--- config.mk ---
export PLATFORM = sky130hd
export DESIGN_NAME = trng_bit_collector
export DESIGN_NICKNAME = d
export VERILOG_FILES = /design/src/rtl/trng_bit_collector.sv
export SDC_FILE = /design/constraint.sdc
export NUM_CORES = 1
export LEC_CHECK = 0
export ABC_CLOCK_PERIOD_IN_PS = 2200
export CAP_MARGIN = 20
export CORE_ASPECT_RATIO = 0.8
export CORE_UTILIZATION = 35
export CTS_BUF_LIST = sky130_fd_sc_hd__clkbuf_2
export DETAILED_ROUTE_END_ITERATION = 7
export HOLD_SLACK_MARGIN = 0.03
export PLACE_DENSITY_LB_ADDON = 0.3
export RECOVER_POWER = 25
export SYNTH_ARGS = -nofsm -noshare
export SYNTH_HDL_FRONTEND = slang
export SYNTH_SLANG_ARGS = --single-unit
--- constraint.sdc ---
create_clock -name clk -period 2.2 [get_ports clk]
set_input_delay 0.55 -clock clk [delete_from_list [all_inputs] [get_ports clk]]
set_output_delay 0.55 -clock clk [all_outputs]
set_load 0.005 [all_outputs]
--- src/rtl/trng_bit_collector.sv ---
// Ring-oscillator TRNG controller: warms up the oscillators, paces sampling, drops stale
// pipeline bits and packs kept bits into words. Define TRNG_HEALTH_EN for the RCT alarm.
module trng_bit_collector #(
    parameter int WORD_W        = 32,
    parameter int WARMUP_CYCLES = 64,
    parameter int SAMPLE_DIV    = 4,
    parameter int FLUSH_SAMPLES = 2
`ifdef TRNG_HEALTH_EN
    ,
    parameter int RCT_LIMIT     = 16
`endif
) (
    input  logic              clk,
    input  logic              rst_ni,
    input  logic              en_i,
    output logic              ro_en_o,
    output logic              dff_en_o,
    input  logic              random_bit_i,
    output logic [WORD_W-1:0] data_o,
    output logic              valid_o,
    input  logic              ready_i,
    output logic              busy_o,
    output logic              alarm_o
);
    // Output handshake: a word transfers on a clk edge where valid_o & ready_i; once raised,
    // valid_o/data_o hold until that edge, and ready_i is ignored while valid_o is low.

    localparam int WU_W  = (WARMUP_CYCLES > 1) ? $clog2(WARMUP_CYCLES) : 1;
    localparam int DIV_W = (SAMPLE_DIV > 1) ? $clog2(SAMPLE_DIV) : 1;
    localparam int BIT_W = (WORD_W > 1) ? $clog2(WORD_W) : 1;
    localparam int FL_W  = (FLUSH_SAMPLES > 1) ? $clog2(FLUSH_SAMPLES) : 1;
    localparam logic [WU_W-1:0]  WU_LAST  = WU_W'(WARMUP_CYCLES - 1);
    localparam logic [DIV_W-1:0] DIV_LAST = DIV_W'(SAMPLE_DIV - 1);
    localparam logic [BIT_W-1:0] BIT_LAST = BIT_W'(WORD_W - 1);
    localparam logic [FL_W-1:0]  FL_LAST  = FL_W'((FLUSH_SAMPLES > 0) ? FLUSH_SAMPLES - 1 : 0);
    localparam logic             FLUSH_ON = (FLUSH_SAMPLES > 0);

    typedef enum logic [1:0] {IDLE, WARMUP, COLLECT, VALID} state_e;

    state_e             state_q, state_d;
    logic [WU_W-1:0]    wu_cnt_q;
    logic [DIV_W-1:0]   div_q;
    logic [FL_W-1:0]    flush_cnt_q;
    logic               flushing_q;
    logic [BIT_W-1:0]   bit_cnt_q;
    logic [WORD_W-1:0]  shreg_q;
    logic [WORD_W-1:0]  data_q;
    logic               pulse_q;
    logic               valid_q;
    logic               alarm_q;
    logic               capture;
    logic               keep;
    logic               collecting;
    logic               rct_trip;

    // The core's output for a dff_en pulse is registered, so it is taken one cycle later.
    assign capture    = (state_q == COLLECT) && pulse_q;
    assign keep       = capture && !flushing_q;
    assign collecting = (state_q == COLLECT) && (state_d == COLLECT);

    always_ff @(posedge clk or negedge rst_ni) begin
        if (!rst_ni) state_q <= IDLE;
        else         state_q <= state_d;
    end

    always_comb begin
        state_d = state_q;
        case (state_q)
            IDLE:    if (en_i && !alarm_q) state_d = WARMUP;
            WARMUP:  if (!en_i) state_d = IDLE;
                     else if (wu_cnt_q == WU_LAST) state_d = COLLECT;
            COLLECT: if (!en_i || rct_trip) state_d = IDLE;
                     else if (keep && (bit_cnt_q == BIT_LAST)) state_d = VALID;
            VALID:   if (valid_q && ready_i) state_d = en_i ? COLLECT : IDLE;
            default: state_d = IDLE;
        endcase
    end

    assign ro_en_o  = (state_q != IDLE);
    assign dff_en_o = (state_q == COLLECT) && (div_q == DIV_LAST);
    assign busy_o   = (state_q == WARMUP) || (state_q == COLLECT);
    assign valid_o  = valid_q;
    assign data_o   = data_q;
    assign alarm_o  = alarm_q;

    always_ff @(posedge clk or negedge rst_ni) begin
        if (!rst_ni) begin
            wu_cnt_q    <= '0;
            div_q       <= '0;
            flush_cnt_q <= '0;
            flushing_q  <= 1'b0;
            bit_cnt_q   <= '0;
            shreg_q     <= '0;
            data_q      <= '0;
            pulse_q     <= 1'b0;
            valid_q     <= 1'b0;
        end else begin
            pulse_q  <= dff_en_o;
            wu_cnt_q <= ((state_q == WARMUP) && (state_d == WARMUP)) ? wu_cnt_q + 1'b1 : '0;
            if (collecting) begin
                div_q <= (div_q == DIV_LAST) ? '0 : div_q + 1'b1;
                if (capture && flushing_q) begin
                    if (flush_cnt_q == FL_LAST) flushing_q  <= 1'b0;
                    else                        flush_cnt_q <= flush_cnt_q + 1'b1;
                end
                if (keep) begin
                    shreg_q   <= {shreg_q[WORD_W-2:0], random_bit_i};
                    bit_cnt_q <= bit_cnt_q + 1'b1;
                end
            end else begin
                // Any exit from COLLECT drops the partial word and re-arms the flush.
                div_q       <= '0;
                flush_cnt_q <= '0;
                flushing_q  <= FLUSH_ON;
                bit_cnt_q   <= '0;
                shreg_q     <= '0;
            end
            if ((state_q == COLLECT) && (state_d == VALID)) begin
                data_q  <= {shreg_q[WORD_W-2:0], random_bit_i};
                valid_q <= 1'b1;
            end else if (valid_q && ready_i) begin
                valid_q <= 1'b0;
            end
        end
    end

`ifdef TRNG_HEALTH_EN
    localparam int RUN_W = (RCT_LIMIT > 1) ? $clog2(RCT_LIMIT) : 1;

    logic [RUN_W-1:0] run_cnt_q;
    logic             last_bit_q;

    // run_cnt_q counts identical kept bits so far; 0 means no reference bit yet.
    assign rct_trip = keep && (run_cnt_q == RUN_W'(RCT_LIMIT - 1)) && (random_bit_i == last_bit_q);

    always_ff @(posedge clk or negedge rst_ni) begin
        if (!rst_ni) begin
            run_cnt_q  <= '0;
            last_bit_q <= 1'b0;
            alarm_q    <= 1'b0;
        end else begin
            if (rct_trip)                            alarm_q <= 1'b1;
            else if ((state_q == IDLE) && !en_i)     alarm_q <= 1'b0;
            if ((state_q == IDLE) || (state_q == WARMUP) || rct_trip) begin
                run_cnt_q <= '0;
            end else if (keep) begin
                last_bit_q <= random_bit_i;
                run_cnt_q  <= ((run_cnt_q != '0) && (random_bit_i == last_bit_q)) ?
                              run_cnt_q + 1'b1 : RUN_W'(1);
            end
        end
    end
`else
    assign rct_trip = 1'b0;
    assign alarm_q  = 1'b0;
`endif

endmodule
Word-level counts from Yosys, hierarchy flattened
Index checks and enable logic that the tools add are counted.
{"block": "word_totals", "input_bits": 5, "word_cells": 64, "output_inout_bits": 37, "register_bits": 82}
{"block": "op_classes", "addsub": 4, "n_eq_ne": 12, "n_reduce_logical": 15, "muxes": 23}
{"op": "$mux W31", "n": 2}
{"op": "$mux W2", "n": 9}
{"op": "$eq A2 B2 Y1 const B", "n": 5}
{"op": "$mux W5", "n": 2}
{"op": "$logic_and A1 B1 Y1", "n": 9}
{"op": "$mux W1", "n": 8}
{"op": "$pmux W2 S4", "n": 1}
{"op": "$add A6 B1 Y6 const B", "n": 1}
{"op": "$eq A6 B6 Y1 const B", "n": 1}
{"op": "$mux W6", "n": 1}
{"op": "$add A5 B1 Y5 const B", "n": 1}
{"op": "$eq A5 B5 Y1 const B", "n": 1}
{"op": "$eq A2 B1 Y1 const B", "n": 2}
{"op": "$ne A2 B2 Y1 const B", "n": 2}
{"op": "$reduce_bool A2 Y1", "n": 2}
{"op": "$add A2 B1 Y2 const B", "n": 1}
{"op": "$logic_not A2 Y1", "n": 1}
{"op": "$ne A2 B1 Y1 const B", "n": 1}
{"op": "$reduce_and A2 Y1", "n": 1}
{"op": "$add A1 B1 Y1 const B", "n": 1}
{"op": "$logic_not A1 Y1", "n": 1}
{"op": "$logic_or A1 B1 Y1", "n": 1}

Logic depth before layout (Yosys ltp)
Gate-level depths: netlist (run 1).
{"block": "logic_depth", "word_depth": 11, "ltp_mapped": 10, "mapped_depth_nobuf": 8}

Worst setup path after synthesis (run 1)
No wires, ideal clock.
{"block": "synth_path", "kind": "reg2reg", "from": "register bit_cnt_q[0]", "to": "register data_q[10], in the netlist data_o[10]", "arrival_time_ns": 2.014, "setup_slack_ns": 0.061, "setup_time_ns": 0.125, "t_required_ns": 2.075, "path_stages_with_launch": 11, "path_buffers": 2, "synth_period_minus_slack_ns": 2.139, "cell_sequence": "dfrtp_1 > ha_1 > and3_1 > ha_1 > inv_1 > o211ai_2 > o21ai_1 > a211o_1 > buf_6 > buf_6 > mux2_4"}
{"block": "synth_via", "elab_chain_cells": 7}
{"element": "start: declaration", "line_no": "45", "source": "logic [BIT_W-1:0] bit_cnt_q;"}
{"element": "start signal: assignment", "line_no": "108", "source": "bit_cnt_q <= bit_cnt_q + 1'b1;"}
{"element": "$eq A5 B5 Y1", "line_no": "73", "source": "else if (keep && (bit_cnt_q == BIT_LAST)) state_d = VALID;"}
{"element": "$logic_and A1 B1 Y1", "line_no": "73"}
{"element": "$mux W2", "line_no": "73"}
{"element": "$mux W2", "line_no": "72", "source": "COLLECT: if (!en_i || rct_trip) state_d = IDLE;"}
{"element": "$pmux W2 S4", "line_no": "68", "source": "case (state_q)"}
{"element": "$eq A2 B2 Y1", "line_no": "118", "source": "if ((state_q == COLLECT) && (state_d == VALID)) begin"}
{"element": "$logic_and A1 B1 Y1", "line_no": "118"}
{"element": "end signal: assignment", "line_no": "119", "source": "data_q <= {shreg_q[WORD_W-2:0], random_bit_i};"}
{"element": "end: declaration", "line_no": "47", "source": "logic [WORD_W-1:0] data_q;"}
Every way passes these cells.
A chain may end at the register's enable or synchronous reset.

Worst setup path in the final report (run 1)
{"block": "layout_path", "from": "register bit_cnt_q[1]", "to": "register data_q[19], in the netlist data_o[19]"}
The elaborated chain is that of the path after synthesis.

==> results of run 1 <==
## power by group through the flow
| stage | Sequential (mW) | Combinational, mW | Clock, mW |
|---|---|---|---|
| after floorplan | 1.57 | 0.148 | 0 |
| after global placement | 1.57 | 0.287 | 0 |
| after global routing | 1.55 | 0.360 | 0.952 |
| final | 1.55 | 0.321 | 0.878 |
| after detailed placement | 1.58 | 0.291 | 0 |
| after CTS | 1.55 | 0.307 | 0.903 |
## cell families after synthesis
logic type	share of synthesized area
flip-flops	0.578
buffers and inverters	0.0349
XOR/XNOR	0.0173
other	0.00106
AO/OA/AOI/OAI	0.0793
adder cells (fa/ha/maj)	0.0317
AND/OR/NAND/NOR	0.125
multiplexers	0.132
## per-stage QoR
stage          power (mW)   util  setup WS [ps]
3_5_place_dp         1.87  0.432           -171
4_1_cts              2.76  0.449          -10.3
6_report             2.74  0.453           7.01
3_3_place_gp         1.86  0.432           -127
2_1_floorplan        1.72      -           61.2
5_1_grt              2.86  0.453          -80.4
## layout make-up
class                      count  share of cell area
multi-input combinational    201               0.320
timing repair buffer          64               0.138
clock buffer                  10              0.0114
sequential                    82               0.466
tap                          136              0.0386
clock inverter                 5              0.0182
inverter                       9             0.00767
## metal layers
layer / vias up / part of all wire / track usage
li1: 1133 / - / -
met1: 1159 / 0.48 / 0.175
met2: 45 / 0.47 / 0.223
met3: 10 / 0.033 / 0.0364
met4: 0 / 0.015 / 0.0476
met5: - / 0 / 0
## timing repair
| item | 4_1_cts | 5_1_grt |
|---|---|---|
| endpoints found under the hold margin | 36 | 0 |
| pin swaps | 1 | 2 |
| resized for setup | 10 | 10 |
| buffers inserted | 2 | 2 |
| setup endpoints to repair | 34 | 47 |
| hold buffers | 1 | 0 |
## critical path: stages (launching register included)
cell                       delay (ps)
sky130_fd_sc_hd__dfrtp_1          420
sky130_fd_sc_hd__ha_2             180
sky130_fd_sc_hd__and3_1           150
sky130_fd_sc_hd__ha_1             150
sky130_fd_sc_hd__inv_2             50
sky130_fd_sc_hd__o211ai_2         180
sky130_fd_sc_hd__o21ai_2           80
sky130_fd_sc_hd__a211o_2          390
sky130_fd_sc_hd__buf_12           180
sky130_fd_sc_hd__mux2_4           300
## Yosys cell counts (2+ instances only)
cell type / number
sky130_fd_sc_hd__a211o_1: 2
sky130_fd_sc_hd__a21o_1: 2
sky130_fd_sc_hd__a21oi_1: 34
sky130_fd_sc_hd__and2_1: 2
sky130_fd_sc_hd__buf_6: 4
sky130_fd_sc_hd__clkbuf_1: 10
sky130_fd_sc_hd__dfrtp_1: 82
sky130_fd_sc_hd__ha_1: 9
sky130_fd_sc_hd__inv_1: 9
sky130_fd_sc_hd__mux2_2: 3
sky130_fd_sc_hd__mux2_4: 29
sky130_fd_sc_hd__nand2_1: 73
sky130_fd_sc_hd__nand3_1: 4
sky130_fd_sc_hd__nand4_1: 2
sky130_fd_sc_hd__nor2_1: 13
sky130_fd_sc_hd__nor2b_1: 3
sky130_fd_sc_hd__o211ai_1: 2
sky130_fd_sc_hd__o21ai_0: 4
sky130_fd_sc_hd__xnor2_1: 3
sky130_fd_sc_hd__xor2_1: 4
## registers in the layout (all words and copies together) (netlist names)
name         count
wu_cnt_q         6
flush_cnt_q      1
data_o          32
shreg_q         31
state_q          2
bit_cnt_q        5
pulse_q          1
div_q            2
valid_o          1
flushing_q       1
## final timing paths
kind	endpoint	slack [ps]	cells after the start
max	data_o[19]	7	9
min	div_q[0]	460	1
max reg2reg	data_o[19]	7	9
min reg2reg	div_q[0]	460	1
max in group asynchronous	bit_cnt_q[3]	690	3
min in group asynchronous	data_o[30]	680	2
==> impl_summary.md, run 1 <==
Cells and area
In the layout the commonest cells are sky130_fd_sc_hd__dfrtp_1, sky130_fd_sc_hd__nand2_1, sky130_fd_sc_hd__clkdlybuf4s50_1. The cell area after layout is 4400 µm². The multi-input combinational cells in the finished layout cover a total of around 1400 µm². The non-filler instance count after layout is 507.

The final net count is roughly 380. The count of fill cells added during filler insertion is about 940. The area growth from synthesis to layout is 24.1%. The area occupied by registers is a little over 2000 µm².

The number of antenna repair diodes is 0. Of the cells placed in the final design, the portion with a size suffix greater than 1 is 0.235. The most frequent standard cell in the layout excluding fill and tap cells is sky130_fd_sc_hd__dfrtp_1.

STA
Setup repair after global routing could not meet its margin everywhere. The post-route minimum period is around 2200 ps. Derived from the worst setup path, the maximum achievable clock frequency is approximately 460 MHz. Of the available clock period, the critical path in the final layout requires 0.997. The tightest hold margin is between 400 and 500 ps. In this run the tightest slew margin relative to its limit is 0.355. The accumulated negative setup slack is 0 ps.

The max-slew violation count is 0. For the pin with the worst max-slew slack, the measured transition is slightly below 1000 ps. Setup violations remaining at the end of the flow were counted as 0. The worst clock skew is 32.0 ps. The final count of hold timing violations is 0.

Synthesis
The most used flip-flop cell after synthesis is sky130_fd_sc_hd__dfrtp_1. The synthesized design contains between 80 and 90 register bits. The average instance in the mapped netlist occupies around 12 µm². sky130_fd_sc_hd__dfrtp_1 takes more of the synthesized area than any other cell.

In the post-synthesis netlist, the biggest area contributors are sky130_fd_sc_hd__dfrtp_1, sky130_fd_sc_hd__mux2_4, sky130_fd_sc_hd__nand2_1, sky130_fd_sc_hd__a21oi_1, sky130_fd_sc_hd__ha_1. The Yosys step of the flow raised 0 warnings. The cell count after synthesis came out at roughly 310. The number of synthesized flops with an enable pin is 0. When the netlist entered floorplanning its net count stood at roughly 320. For this run, the register share of the synthesized area comes to 0.578. After synthesis, the share of flip-flops with an asynchronous set or reset is 1.00.

The cell area after technology mapping is around 3500 µm². Of the post-synthesis cell area, the dominant cell type holds 0.578. The number of distinct library cells after synthesis is 33.

Floorplan
From left edge to right edge, the die measures ~110 µm. The boundary pin count is 42. The die covers roughly 11000 µm². The floorplan step defined a core boundary enclosing between 9000 and 10000 µm².

The initial utilization of the core area, before any placement, comes to 0.365. The die outline height is roughly 92 µm. In this run the core area contains 32 standard-cell rows.

Setup path
The data required time at the worst endpoint is around 2600 ps. For the worst setup path, the data arrival time is between 2000 and 3000 ps. The capturing element type of the critical path is a register. The critical path in this run is classified as register to register.

The largest fanout on the critical path is 16. The worst register-to-register path begins at bit_cnt_q[1]. STA classifies the critical path startpoint as a register.

The critical path starts at bit_cnt_q[1].

Worst hold path
The worst min-delay path category is register to register. The worst hold path begins at div_q[0].

Global route
The remaining global-route overflow is 0. The global-route total usage across every layer is 0.137. The initial antenna violation count came to 0.

The pin count of the biggest net entering global routing is 41. The first global-routing pass estimated between 10000 and 15000 µm of wire. The via count of the first global-routing pass is between 2k and 2.5k.

Pwr
Of the total power, the clock network draws 0.320. Summed over all cells, the static leakage comes to about 2 nW. The combinational fraction of design power is 0.117. Of the total power, the share spent switching nets is 0.249. The worst IR drop on VDD is 0.000329 V. The internal cell power is roughly 2.1 mW. The switching power summed over all nets is 0.684 mW.

Of the total power, registers draw 0.563. For this design the ratio of total power to cell area is 623 nW/µm².

Route
The initial detailed-routing violation count is 106. Before antenna repair, the detailed router went through 4 iterations. The number of design rule violations left after detail routing is 0.

Dividing the detail-routed via count by the number of cells gives approximately 4.6. The count of antenna-violating nets left after detailed routing is 0. The per-cell routed wire length is approximately 13 µm. The via total after detailed routing is around 2.3k. The final layout contains routed wiring with a total length of around 6700 µm.

Place
The standard cell area after detailed placement is roughly 4200 µm². The congestion estimate from routability-driven global placement came to approximately 0.8. The cell count after placement is 487.

Once detailed placement completed, the half-perimeter wirelength came to between 4000 and 5000 µm. The number of port buffers is 40.

Clock network
The TritonCTS clock tree is done. The clock net in this run drives a total of 82 sinks. After clock tree synthesis, the clock-pin slew on the worst setup and hold paths is approximately 230 ps. At the later pin of the worst-skew pair, clock insertion delay measures roughly 500 ps. The maximum root-to-sink buffer count is 2.

The number of H-tree levels is 3. The number of buffers created by CTS is 9. The root buffer selected by CTS is sky130_fd_sc_hd__clkbuf_2.

Outcome
The run finished with clean final reports.

Run
Across the run, the number of max-cap violations was 0.
Note: power is estimated with default switching activity, not from simulation.
==> run 2: changes to the inputs <==
Settings changed: ABC_CLOCK_PERIOD_IN_PS 2200 to 2050, SETUP_SLACK_MARGIN set to 0.2, SLEW_MARGIN set to 20.
Clock period 2.2 ns to 2.05 ns, I/O delays scaled along.
==> run 2 against run 1 <==
Effect of this change:
- the flow now finishes with violations (setup timing)
- critical path depth unchanged
- total power increased by 6.4%
- cell area increased by 12%
- via count increased by 5.7%
- die area unchanged
- sequential power increased by 8%
- clock skew decreased by 5.0 ps
- worst hold slack got worse by 4.9 ps
- sequential cell count unchanged
- combinational power increased by 49%
- global-route usage increased by 0.47 points
- highest routed layer unchanged
==> impl_summary.md, run 2 (same netlist as run 1, synthesis figures left out) <==
Place
The sum of net half-perimeters after detailed placement is 4520 µm (-0.44%). The number of port buffers is 40 (unchanged). The final weighted congestion in routability-driven placement is 0.789 (-1.9%). The worst-case setup slack after placement is -290 ps (-119 ps). The cell count after placement is 488 (+0.21%).

Setup path
The largest fanout on the critical path is 12 (-4). The worst setup path is launched from a register. The data required time at the worst endpoint is 2480 ps (-110 ps). The worst setup path is of the register to register kind.

The capturing element type of the critical path is a register. The worst path arrival time is 2690 ps (+100 ps). The slack of the worst reg-to-reg path is -210 ps (-210 ps).

Floorplan
The starting density of the core is 0.365 (unchanged). The total die area came to 10500 µm² (unchanged). The number of placement rows is 32 (unchanged). The boundary pin count is 42 (unchanged).

The die outline height came to 92.1 µm (unchanged). The area of the core is 9730 µm² (unchanged). The die extent in x is 115 µm (unchanged).

Cells and area
The library cell used most frequently in the layout, excluding fill and tap cells, is sky130_fd_sc_hd__dfrtp_1. Compared with the post-synthesis result, the final layout area differs by 38.4%. The number of antenna repair diodes is 0 (unchanged). In the layout the commonest cells are sky130_fd_sc_hd__dfrtp_1, sky130_fd_sc_hd__nand2_1, sky130_fd_sc_hd__buf_4. The share of cells above drive strength 1 is 0.389 (+0.155). The non-filler instance count after layout was 537 (+5.9%).

The final cell utilization of the core came to 0.505 (+0.0521). The count of fill cells added during filler insertion is 874 (-6.6%). The number of flip-flops in the largest register was 32 (unchanged).

The final net count is 412 (+8.1%).

Global route
The via count of the first global-routing pass was 2297 (-1.1%). The remaining global-route overflow was 0 (unchanged). The initial antenna violation count is 0 (unchanged). The global-route total usage across every layer came to 0.142 (+0.00472). The pin count of the biggest net entering global routing is 35 (-15%). The wire length of the first global-routing pass came to 11300 µm (+0.93%).

STA
The tightest hold margin is 458 ps (-4.93 ps). The least setup slack across all paths after layout is -205 ps (-212 ps). The max-slew violation count is 0 (unchanged). The post-route minimum period is 2260 ps (+62.3 ps). The worst clock skew is 26.9 ps (-5.04 ps). The slew at the pin closest to its max-slew limit is 796 ps (-171 ps). Setup repair after global routing could not meet its margin everywhere. The final count of hold timing violations was 0 (unchanged). The accumulated negative setup slack is -8020 ps (-8020 ps).

The headroom to the max-slew limit is 0.469 (+0.114). The ratio of final minimum period to clock period is 1.10 (+0.103). The highest clock rate came to 443 MHz (-2.8%). The number of failing setup endpoints in the final timing report is 74 (+74).

Route
The via-per-instance ratio is 4.62 (-0.20%). The detailed-route wire length came to 7590 µm (+14%). The first-pass iteration count of the detailed router is 4 (unchanged). The wire length on met2 is 3480 µm (+10%). The routed metal-1 wirelength is 3650 µm (+14%). The via total after detailed routing is 2481 (+5.7%). The number of design rule violations left after detail routing came to 0 (unchanged). The initial detailed-routing violation count came to 106 (unchanged). The per-cell routed wire length is 14.1 µm (+7.3%). After detailed routing, no signal wire sits above met4. The met3 wire length came to 417 µm (+89%). The count of antenna-violating nets left after detailed routing is 0 (unchanged).

Clock network
The number of H-tree levels was 3 (unchanged). The root buffer selected by CTS is sky130_fd_sc_hd__clkbuf_2. TritonCTS built the clock tree. The number of buffers created by CTS is 9 (unchanged). The CTS clock-pin slew for the worst setup and hold paths is 200 ps (-30 ps). The CTS sink count is 82 (unchanged). The maximum root-to-sink buffer count is 2 (unchanged). The insertion delay to the later sink of the worst-skew pair was 530 ps (+20 ps).

Pwr
The worst IR drop on VDD is 0.000269 V (-18%). The ratio of total power to cell area came to 595 nW/µm² (-4.6%). The leakage component of the power is 2.41 nW (+18%).

Outcome
The flow ran to the end, but the final reports show violations. The checks that failed: setup timing.

Run
The number of max-cap violations is 0 (unchanged).

Worst hold path
The tightest min-delay check is of the register to register type.
[run 2: final timing paths]
check	start	end	depth (start not counted)
worst max-delay path	bit_cnt_q[1]	data_o[1]	9
worst min register to register	div_q[0]	div_q[0]	1
max in group asynchronous	rst_ni	wu_cnt_q[4]	3
min in group asynchronous	rst_ni	shreg_q[27]	2
worst min-delay path	div_q[0]	div_q[0]	1
worst max register to register	bit_cnt_q[1]	data_o[1]	9
[run 2: through the flow]
step,cell area (µm²),power [mW]
after floorplan,3580,1.85
after global placement,4240,2.00
after detailed placement,4240,2.00
after CTS,4570,2.86
after global routing,4910,3.07
final,4910,2.92
[run 2: critical path, cell delays in order (launching register included)]
cell	delay (ps)
sky130_fd_sc_hd__dfrtp_1	400
sky130_fd_sc_hd__ha_2	200
sky130_fd_sc_hd__and3_4	190
sky130_fd_sc_hd__ha_4	120
sky130_fd_sc_hd__inv_2	40
sky130_fd_sc_hd__o211ai_1	220
sky130_fd_sc_hd__o211ai_1	160
sky130_fd_sc_hd__a211o_4	340
sky130_fd_sc_hd__clkbuf_16	210
sky130_fd_sc_hd__mux2_4	300
[run 2: area by class of cell]
cell class / count / area [µm²] / area share
clock buffer: 9 / 45.0 / 0.00917
clock inverter: 5 / 47.5 / 0.00968
inverter: 9 / 38.8 / 0.00790
multi-input combinational: 201 / 1630 / 0.331
sequential: 82 / 2050 / 0.418
tap: 136 / 170 / 0.0347
timing repair buffer: 95 / 931 / 0.190
[run 2: timing repair]
item | 4_1_cts | 5_1_grt
gates cloned | 0 | 5
endpoints found under the setup margin | 115 | 85
hold buffers | 1 | 0
gates resized for setup | 68 | 53
hold endpoints to repair | 28 | 0
pin swaps | 0 | 4
setup buffers | 27 | 2
[run 2: report_power, final]
group          leakage (nW)  switching (mW)  internal, mW
Combinational          1.21           0.240         0.239
Sequential             1.14          0.0228          1.64
Clock                0.0625           0.518         0.257
Total                  2.41           0.781          2.14
[run 2: layer usage]
| layer | GRT usage | vias to the layer above |
|---|---|---|
| met2 | 0.208 | 52 |
| met1 | 0.194 | 1225 |
| met4 | 0.0303 | 0 |
| li1 | - | 1199 |
| met5 | 0 | - |
| met3 | 0.0595 | 5 |
==> run 3: changes to the inputs <==
--- a/constraint.sdc
+++ b/constraint.sdc
@@ -3,2 +3,2 @@
 set_output_delay 0.5125 -clock clk [all_outputs]
-set_load 0.005 [all_outputs]
+set_load 0.02 [all_outputs]
==> run 3 against run 2 <==
Effect of this change:
- the flow still finishes with violations (setup timing)
- highest routed layer unchanged
- combinational power up 5.0%
- via count about the same
- total power is 1.1% higher
- cell count fell by 0.19%
- core utilization fell by 0.24 points
- critical endpoint is now data_o[10]
- wire length is 2.2% higher
- cell area fell by 0.48%
- first-iteration DRC count decreased by 4.7%
- register-to-register slack lost 60 ps
- sequential share of layout area grew 0.20 points
==> impl_summary.md, run 3 (same netlist as run 1, synthesis figures left out) <==
Outcome
The run finished, with violations left. The final reports fail on setup timing.

STA
Setup repair after global routing could not meet its margin everywhere. The slew at the pin closest to its max-slew limit is 828 ps (+31.9 ps). The ratio of final minimum period to clock period was 1.13 (+0.0279). The least setup slack across all paths after layout is -263 ps (-57.3 ps). The worst clock skew is 39.5 ps (+12.6 ps). The number of failing setup endpoints in the final timing report is 75 (+1.4%). The max-slew violation count is 0 (unchanged).

The headroom to the max-slew limit is 0.448 (-0.0212). The post-route minimum period is 2310 ps (+57.3 ps). The highest clock rate is 432 MHz (-2.5%).

The final count of hold timing violations is 0 (unchanged).

Setup path
The number of cell instances on the worst register-to-register path is 9 (unchanged). The data required time at the worst endpoint is 2470 ps (about the same). The critical path in this run is classified as register to register.

The worst register-to-register path ends at data_o[10]. The worst path arrival time came to 2730 ps (+40 ps). The largest fanout on the critical path is 24 (+12).

The element type at the critical path start is a register. The reg-to-reg critical path startpoint is bit_cnt_q[0]. The slack of the worst reg-to-reg path is -260 ps (-60 ps). STA classifies the critical path endpoint as a register.

Clock network
The number of H-tree levels is 3 (unchanged). TritonCTS built the clock tree. The root buffer selected by CTS is sky130_fd_sc_hd__clkbuf_2. The number of buffers created by CTS is 9 (unchanged).

The CTS clock-pin slew for the worst setup and hold paths was 200 ps (about the same). The CTS sink count is 82 (unchanged). The maximum root-to-sink buffer count is 2 (unchanged).

The insertion delay to the later sink of the worst-skew pair is 540 ps (about the same).

Pwr
The sum of internal, switching and leakage power is 2.95 mW (+1.1%). The leakage component of the power is 2.29 nW (-5.1%). The worst IR drop on VDD came to 0.000271 V (+0.71%).

The ratio of total power to cell area is 604 nW/µm² (+1.6%).

Global route
The global-route total usage across every layer came to 0.145 (+0.00359). The remaining global-route overflow is 0 (unchanged). The via count of the first global-routing pass is 2282 (-0.65%). The pin count of the biggest net entering global routing is 35 (unchanged). The initial antenna violation count was 0 (unchanged). The wire length of the first global-routing pass is 11600 µm (+2.2%).

Place
The number of port buffers came to 40 (unchanged). The final weighted congestion in routability-driven placement is 0.789 (unchanged). The standard cell area after detailed placement is 4240 µm² (unchanged). The sum of net half-perimeters after detailed placement is 4520 µm (unchanged). The cell count after placement came to 488 (unchanged).

Cells and area
The final cell utilization of the core came to 0.502 (-0.00244). The area occupied by registers was 2050 µm² (unchanged). The count of fill cells added during filler insertion was 870 (-0.46%).

The cell area after layout is 4890 µm² (-0.48%). The share of cells above drive strength 1 is 0.423 (+0.0335). The number of antenna repair diodes came to 0 (unchanged). The area growth from synthesis to layout is 37.7%.

The area occupied by multi-input gates was 1650 µm² (+1.2%). The final net count was 411 (-0.24%). In the layout the commonest cells are sky130_fd_sc_hd__dfrtp_1, sky130_fd_sc_hd__nand2_1, sky130_fd_sc_hd__buf_4. The number of flip-flops in the largest register is 32 (unchanged).

The most frequent standard cell in the layout excluding fill and tap cells is sky130_fd_sc_hd__dfrtp_1. The non-filler instance count after layout is 536 (-0.19%).

Route
The first-pass iteration count of the detailed router is 4 (unchanged). The count of antenna-violating nets left after detailed routing is 0 (unchanged). The detailed-route wire length was 7760 µm (+2.2%). The via-per-instance ratio is 4.63 (+0.23%). The per-cell routed wire length was 14.5 µm (+2.4%). The initial detailed-routing violation count is 101 (-4.7%). The number of design rule violations left after detail routing is 0 (unchanged).

The via total after detailed routing is 2482 (+0.040%).

Floorplan
The die outline height is 92.1 µm (unchanged). The starting density of the core is 0.365 (unchanged). The total die area is 10500 µm² (unchanged). The area of the core is 9730 µm² (unchanged). The number of placement rows was 32 (unchanged). The die extent in x is 115 µm (unchanged). The boundary pin count is 42 (unchanged).

Worst hold path
The count of cells along the worst hold path is 1 (unchanged). In this run the worst hold path is classified as register to register. The terminating pin of the worst hold path is div_q[0]. The worst hold path begins at div_q[0].

Run
The number of max-cap violations is 0 (unchanged).
==> run 3: critical path: stages, from the launching register on <==
cell	delay (ps)
sky130_fd_sc_hd__dfrtp_1	400
sky130_fd_sc_hd__ha_2	200
sky130_fd_sc_hd__and3_4	200
sky130_fd_sc_hd__ha_4	130
sky130_fd_sc_hd__inv_2	40
sky130_fd_sc_hd__o211ai_1	210
sky130_fd_sc_hd__o211ai_1	180
sky130_fd_sc_hd__a211o_4	330
sky130_fd_sc_hd__buf_12	180
sky130_fd_sc_hd__mux2_4	310
==> run 3: power breakdown <==
group / internal [mW] / switching [mW]
combinational: 0.240 / 0.264
clock: 0.257 / 0.525
sequential: 1.64 / 0.0244
==> run 3: what timing repair did <==
item,CTS,global route
hold buffers,1,0
endpoints found under the hold margin,28,0
gates resized for setup,100,67
buffers inserted,8,21
pin swaps,2,4
gates cloned,0,4
endpoints found under the setup margin,115,115
==> run 3: metal layers <==
| layer | vias up | global-route usage | share of wire | wire (µm) |
|---|---|---|---|---|
| met5 | - | 0 | 0 | 0 |
| met1 | 1241 | 0.202 | 0.49 | 3830 |
| met2 | 43 | 0.212 | 0.46 | 3560 |
| met3 | 7 | 0.0568 | 0.038 | 297 |
| met4 | 0 | 0.0325 | 0.0095 | 74 |
| li1 | 1191 | - | - | - |
==> run 3: worst max path at each step <==
stage	start	end	slack [ps]
global route	bit_cnt_q[0]	data_o[10]	-310
global placement	ready_i	data_o[4]	-270
detailed placement	ready_i	data_o[5]	-290
finish	bit_cnt_q[0]	data_o[10]	-260
floorplan	bit_cnt_q[0]	data_o[10]	-4
CTS	bit_cnt_q[1]	data_o[10]	-160
==> run 3: area by class of cell <==
class | count | area share
Clock buffer | 9 | 0.00922
Clock inverter | 5 | 0.00973
Inverter | 9 | 0.00691
Multi-Input combinational cell | 201 | 0.337
Sequential cell | 82 | 0.420
Tap cell | 136 | 0.0348
Timing Repair Buffer | 94 | 0.183
==> run 3: through the flow <==
step / TNS, ps / setup slack, ps / hold slack [ps]
after detailed placement: -15660 / -290 / 428
after global placement: -14920 / -267 / 425
final: -9130 / -263 / 457
after global routing: -14400 / -314 / 470
after floorplan: -84.4 / -3.91 / 217
after CTS: -3990 / -159 / 417
